File: config.mk
export PLATFORM = sky130hd
export DESIGN_NAME = data_stack
export DESIGN_NICKNAME = d
export VERILOG_FILES = /design/src/rtl/data_stack.sv
export SDC_FILE = /design/constraint.sdc
export NUM_CORES = 1
export LEC_CHECK = 0
export ABC_AREA = 1
export CORE_MARGIN = 1.5
export CORE_UTILIZATION = 55
export CTS_CLUSTER_DIAMETER = 30
export DETAILED_ROUTE_END_ITERATION = 12
export GPL_TIMING_DRIVEN = 0
export PLACE_DENSITY = 0.71
export REMOVE_ABC_BUFFERS = 1
export SETUP_SLACK_MARGIN = 0.05
export SLEW_MARGIN = 40
export SYNTH_ARGS = -nofsm -noshare
export SYNTH_HDL_FRONTEND = slang
export SYNTH_SLANG_ARGS = --single-unit
File: constraint.sdc
create_clock -name i_clk -period 3.87 [get_ports i_clk]
set_clock_uncertainty 0.1 [all_clocks]
set_input_delay 0.774 -clock i_clk [delete_from_list [all_inputs] [get_ports i_clk]]
set_output_delay 0.774 -clock i_clk [all_outputs]
set_load 0.02 [all_outputs]
File: src/rtl/data_stack.sv
// LIFO operand stack for the core datapath: push, pop and replace-top,
// with sticky overflow/underflow flags and combinational tos/nos taps.
module data_stack #(
   parameter int WIDTH = 16,
   parameter int DEPTH = 16
) (
   input  logic                     i_clk,
   input  logic                     i_reset,
   input  logic                     i_push,
   input  logic                     i_pop,
   input  logic [WIDTH-1:0]         i_push_data,
   input  logic                     i_err_clr,
   output logic [WIDTH-1:0]         o_tos,
   output logic [WIDTH-1:0]         o_nos,
   output logic [$clog2(DEPTH):0]   o_depth,
   output logic                     o_empty,
   output logic                     o_full,
   output logic                     o_overflow,
   output logic                     o_underflow
);

   localparam int AW = $clog2(DEPTH);
   localparam logic [AW:0]   ONE      = (AW+1)'(1);
   localparam logic [AW:0]   TWO      = (AW+1)'(2);
   localparam logic [AW:0]   FULL_CNT = (AW+1)'(DEPTH);
   localparam logic [AW-1:0] IDX_ONE  = AW'(1);
   localparam logic [AW-1:0] IDX_TWO  = AW'(2);

   logic [WIDTH-1:0] r_mem [DEPTH];
   logic [AW:0]      r_sp;
   logic             r_ovf;
   logic             r_unf;

   logic             w_empty;
   logic             w_full;
   logic             w_push_new;
   logic             w_pop;
   logic             w_replace;
   logic             w_ovf_ev;
   logic             w_unf_ev;
   logic [AW-1:0]    w_top_idx;
   logic [AW-1:0]    w_nos_idx;

   assign w_empty    = (r_sp == '0);
   assign w_full     = (r_sp == FULL_CNT);

   assign w_push_new = i_push & ~i_pop & ~w_full;
   assign w_ovf_ev   = i_push & ~i_pop & w_full;
   assign w_pop      = i_pop & ~i_push & ~w_empty;
   assign w_replace  = i_push & i_pop & ~w_empty;
   // Any pop on an empty stack, with or without push, is an underflow
   assign w_unf_ev   = i_pop & w_empty;

   // Low index bits wrap correctly at sp==DEPTH
   assign w_top_idx  = r_sp[AW-1:0] - IDX_ONE;
   assign w_nos_idx  = r_sp[AW-1:0] - IDX_TWO;

   always_ff @(posedge i_clk) begin
      if (i_reset) begin
         r_sp  <= '0;
         r_ovf <= 1'b0;
         r_unf <= 1'b0;
      end else begin
         if (w_push_new)
            r_sp <= r_sp + ONE;
         else if (w_pop)
            r_sp <= r_sp - ONE;
         r_ovf <= w_ovf_ev | (r_ovf & ~i_err_clr);
         r_unf <= w_unf_ev | (r_unf & ~i_err_clr);
      end
   end

   always_ff @(posedge i_clk) begin
      if (!i_reset) begin
         if (w_push_new)
            r_mem[r_sp[AW-1:0]] <= i_push_data;
         else if (w_replace)
            r_mem[w_top_idx] <= i_push_data;
      end
   end

   assign o_tos       = w_empty ? '0 : r_mem[w_top_idx];
   assign o_nos       = (r_sp >= TWO) ? r_mem[w_nos_idx] : '0;
   assign o_depth     = r_sp;
   assign o_empty     = w_empty;
   assign o_full      = w_full;
   assign o_overflow  = r_ovf;
   assign o_underflow = r_unf;

endmodule

Word level (Yosys, flattened, before mapping)
Memories as Yosys holds them, arrays and structs flattened.
Cells that the tools add are included.
Widths: inputs -> output; s select.
{ "word_totals": {"word_cells": 44, "romBits": 0, "regBits": 7, "inputBits": 21, "mem_bits_rw": 256, "latch_bits": 0, "output_inout_bits": 41, "n_memories": 1} }
{ "memory_table": {"columns": ["memory", "depth", "word_bits", "read_ports", "rd_clocked_by_memory_dff", "wr", "line", "text"], "rows": [
  ["r_mem", 16, 16, 2, 0, 1, "29", "logic [WIDTH-1:0] r_mem [DEPTH];"]
]} }
{ "op_classes": {"n_shift": 0, "n_lt_le_gt_ge": 1, "n_div": 0, "eq_ne": 1, "mux": 14, "reduce_logical": 3, "n_bitwise": 17, "add_sub_neg": 4, "mul": 0} }
{ "ops": {"columns": ["op", "count"], "rows": [
  ["$mux 16", 3],
  ["$reduce_or 16->1", 1],
  ["$and 1x1->1", 10],
  ["$mux 5", 2],
  ["$mux 1", 8],
  ["$add 5x1->5 const B", 1],
  ["$eq 5x5->1 const B", 1],
  ["$ge 5x2->1 const B", 1],
  ["$logic_not 5->1", 1],
  ["$not 1->1", 5],
  ["$sub 5x1->5 const B", 1],
  ["$mux 4", 1],
  ["$sub 4x1->4 const B", 1],
  ["$sub 4x2->4 const B", 1],
  ["$or 1x1->1", 2],
  ["$reduce_bool 2->1", 1]
]} }

Depth between registers and ports, before layout
{ "depth": {"depth_word": 9, "depth_mapped": 16, "mapped_depth_nobuf": 13} }

Least setup slack after synthesis
Ideal clock, no wire load.
{ "synth_path": {"path_kind": "flip-flop to output port", "from": "reg r_sp[0], in the netlist o_depth[0]", "to": "out o_tos[14]", "slack_ns": 0.355, "t_arrival_ns": 2.641, "t_required_ns": 2.996, "stages_incl_launch_ff": 12, "n_path_buf": 5, "cell_sequence": "dfxtp_1 buf_4 clkinv_1 buf_2 buf_2 ha_1 clkbuf_1 clkbuf_1 o211ai_1 nand3_1 nand3_1 a21oi_1"} }
{ "synth_between": {"elab_chain_cells": 3, "word_cells_on_any_way": 4, "classes_between": "1 x add/sub; 1 x mux; 1 x reduce/logical; 1 x memory"} }
{ "synth_rtl": {"columns": ["item", "line", "text"], "rows": [
  ["start: declaration", "30", "logic [AW:0] r_sp;"],
  ["start signal: assignment", "65", "r_sp <= r_sp + ONE;"],
  ["start signal: assignment", "67", "r_sp <= r_sp - ONE;"],
  ["$sub 4x1->4", "55", "assign w_top_idx = r_sp[AW-1:0] - IDX_ONE;"],
  ["via w_top_idx[0]", "41", "logic [AW-1:0] w_top_idx;"],
  ["$mem_v2 16x16", null, null],
  ["$mux 16", "82", "assign o_tos = w_empty ? '0 : r_mem[w_top_idx];"],
  ["end: declaration", "13", "output logic [WIDTH-1:0] o_tos,"]
]} }
The timed path passes the listed nets, and every way through them passes these cells.

Worst setup path in the final report
{ "layout_path": {"from": "reg r_sp[0], in the netlist o_depth[0]", "to": "out o_tos[2]"} }
{ "layout_between": {"elab_chain_cells": 3, "word_cells_on_any_way": 4, "classes_between": "1 x add/sub; 1 x mux; 1 x reduce/logical; 1 x memory"} }
{ "layout_rtl": {"columns": ["item", "line"], "rows": [
  ["$sub 4x1->4", "55"],
  ["$mem_v2 16x16", null],
  ["$mux 16 (*)", "82"]
]} }
Mark *: on every way between the ends. The rest lies on a longest branch, timed or not.

==> flow_metrics.env <==
export IMPL_maxCapViolations=0
export IMPL_p_per_area_nw_per_um2=687
export IMPL_syn_avg_cell_area_um2=8.76
export IMPL_rrSetupSlack_ps=260
export IMPL_status="finished clean"
export IMPL_diodes=0
export IMPL_avgViaCountPerCell=6.27
export IMPL_endpoint_kind="primary output"
export IMPL_crit_slowest_cell="dfxtp_4"
export IMPL_gp_congestion=0.805
export IMPL_ctsHoldBuffers=0
export IMPL_area_growth_pct=28.8
export IMPL_path_class="reg2out"
export IMPL_grt_pass1_wl_um=68200
export IMPL_antenna_found_initial=0
export IMPL_hold_viol_final=0
export IMPL_fill_cells=1638
export IMPL_drc=0
export IMPL_fin_crit_ps=3830
export IMPL_clock_sinks=263
export IMPL_synth_seq_cells=263
export IMPL_startpoint_type="flop"
export IMPL_first_iter_violations=1742
export IMPL_period_share_pct=99.0
export IMPL_r2r_end="r_mem[9][5]"
export IMPL_numCtsBuffers=52
export IMPL_ant_nets=0
export IMPL_setup_viol=0
export IMPL_grt_max_degree=74
export IMPL_path_clk_slew_ps=40
export IMPL_slowest_delay_ps=360
export IMPL_whs_endpoint="o_overflow"
export IMPL_grt_usage_pct=35.3
export IMPL_fin_total_pwr_w=0.0122
export IMPL_crit_path_cell_trace="buf_16, buf_16, clkinv_16, buf_16, ha_4, buf_6, buf_16, a21oi_1, o21ai_0, nand3_1, nand3_1, nand2_1, nor2_2, buf_4"
export IMPL_drive_above_1_share_pct=13.1
export IMPL_dp_hpwl_um=22300
export IMPL_tns_ps=0
export IMPL_hold_depth=2
export IMPL_htreeDepth=2
export IMPL_cp_arrival_ps=2960
export IMPL_drt_pass1_iterations=6
export IMPL_rows=57
export IMPL_ioPinCount=62
export IMPL_synth_cells=1574
export IMPL_cpMostUsedCell="buf_16"
export IMPL_yosysWarnings=0
export IMPL_rr_worst_depth=11
export IMPL_cts_path_max_buffers=3
export IMPL_detail_route_wirelength_um=46600
export IMPL_clock_root_buffer="clkbuf_16"
export IMPL_start_util_pct=56.4
export IMPL_hold_path_class="reg2reg"
export IMPL_hp_start="o_overflow"
export IMPL_critical_path_top_delay_family="buffers and inverters"
export IMPL_nNetsFinal=1690
export IMPL_slew_headroom_pct=59.6
export IMPL_maxSlewViolCount=0
export IMPL_tritoncts="built"
export IMPL_dieArea_um2=26000
export IMPL_r2r_start="o_depth[0]"
export IMPL_clk_latency_ps=550
export IMPL_path_buf_inv=7
export IMPL_synth_cell_types=29
export IMPL_ir_drop_uv=397
export IMPL_p_leak_nw=7.07
export IMPL_syn_cell_area_um2=13800
export IMPL_die_h_um=161
export IMPL_fmax_mhz=261
export IMPL_wl_per_cell_um=23.0
export IMPL_io_buffers=61
export IMPL_seq_area_frac_synth_pct=56.7
export IMPL_dr_total_vias=12704
export IMPL_grt_pass1_vias=12080
export IMPL_rsz0062_at_grt="yes"
export IMPL_die_w_um=161
export IMPL_worst_pin_slew_ps=603
export IMPL_crit_fanout=15
export IMPL_cp_required_ps=3000
export IMPL_core_um2=24500
export IMPL_gr_total_overflow=0
==> layer usage <==
layer / GRT usage, % / vias to the layer above / share of wire (%)
li1: - / 5541 / -
met1: 43.2 / 5894 / 34
met2: 56.5 / 1019 / 47
met3: 8.60 / 250 / 13
met4: 21.8 / 0 / 6.1
met5: 0 / - / 0
==> synth_stat cells (all sizes together) <==
cell type / number / area share, %
xor2: 4 / 0.50
clkinv: 1 / 0.027
inv: 106 / 2.9
nor2: 232 / 6.3
edfxtp: 256 / 56
o211ai: 55 / 3.0
a21oi: 114 / 4.1
nand3: 141 / 5.2
nand4: 1 / 0.045
clkbuf: 36 / 0.98
ha: 8 / 0.73
dfxtp: 7 / 1.0
o21ai: 138 / 5.0
a22oi: 1 / 0.054
buf: 70 / 2.9
xnor2: 3 / 0.24
fa: 1 / 0.15
nand2: 400 / 11
==> cells in the final DEF, fill, tap and decap left out, types with 3 or more instances in the layout <==
cell type / synthesis / layout
nand2_1: 397 / 397
buf_8: 0 / 11
buf_16: 0 / 23
inv_6: 0 / 4
o211ai_1: 55 / 55
ha_1: 8 / 4
clkinv_1: 1 / 11
nand3_1: 140 / 139
dlygate4sd2_1: 0 / 14
nor2_2: 1 / 5
clkbuf_16: 0 / 54
clkinvlp_4: 0 / 3
a21oi_2: 0 / 4
o21ai_1: 3 / 13
edfxtp_1: 256 / 256
bufinv_16: 0 / 7
clkbuf_1: 36 / 6
nor2_1: 231 / 210
clkinv_16: 0 / 3
o21ai_0: 135 / 125
clkbuf_2: 0 / 7
buf_6: 7 / 5
nand2_4: 3 / 3
inv_1: 103 / 100
bufbuf_16: 0 / 11
a21oi_1: 114 / 110
clkdlybuf4s50_1: 0 / 29
dfxtp_1: 7 / 4
buf_12: 0 / 6
clkinv_2: 0 / 11
nor2_4: 0 / 17
buf_4: 12 / 18
buf_2: 34 / 8
==> stage by stage <==
stage                     hold slack [ps]  setup slack, ps  instances  util [%]  instance area, um2
after floorplan                       465           -12420       1468         -               13300
after global placement                378           -19720       1853      58.3               14300
after detailed placement              356            -1410       1889      62.1               15200
after CTS                             394             46.1       2021      72.2               17700
after global routing                  449             3.52       2026      72.6               17800
final                                 411             40.3       2026      72.6               17800
==> cell families (layout without fill, tap and decap cells) <==
logic type	after synthesis	in the layout	synth area share, %
adder cells (fa/ha/maj)	9	9	0.871
buffers and inverters	213	341	6.81
AO/OA/AOI/OAI	308	308	12.2
XOR/XNOR	7	7	0.744
AND/OR/NAND/NOR	774	774	22.6
flip-flops	263	263	56.7
==> worst max path at each step <==
stage                              to  startpoint  slack, ps  cells past startpoint
final                        o_tos[2]  o_depth[0]         40                     14
after global routing         o_tos[2]  o_depth[0]          4                     15
after floorplan             o_tos[14]  o_depth[0]     -12420                      7
after global placement    r_mem[4][9]  o_depth[0]     -19720                      6
after detailed placement     o_tos[2]  o_depth[1]      -1410                     11
after CTS                    o_tos[1]  o_depth[0]         50                     13
==> sequential cells by signal (all words and copies together), names as in the netlist <==
name	count
o_depth	5
o_overflow	1
r_mem	256
o_underflow	1
==> worst min-delay path: stages (launching register included) <==
cell	delay [ps]
dfxtp_1	320
a22oi_1	80
nor2_1	80
==> report_power, final <==
group	internal, W	switching [W]	total (W)
registers	0.00321	0.0000465	0.00325
clock network	0.00294	0.00145	0.00439
logic	0.00162	0.00294	0.00456
==> cell type report <==
| class | instances | area, um2 | share of cell area [%] |
|---|---|---|---|
| Multi-Input combinational cell | 1098 | 5240 | 29.5 |
| Clock inverter | 37 | 373 | 2.10 |
| Timing Repair Buffer | 134 | 1990 | 11.2 |
| Sequential cell | 263 | 7840 | 44.1 |
| Timing Repair inverter | 4 | 55.1 | 0.310 |
| Tap cell | 324 | 405 | 2.28 |
| Clock buffer | 59 | 1350 | 7.59 |
| Inverter | 107 | 508 | 2.86 |
==> what timing repair did <==
action,4_1_cts,5_1_grt
buffers inserted,19,3
endpoints found under the setup margin,290,19
pin swaps,4,5
gates resized for setup,96,42
endpoints found under the hold margin,0,0
cloned,17,2
Note: power is estimated with default switching activity, not from simulation.
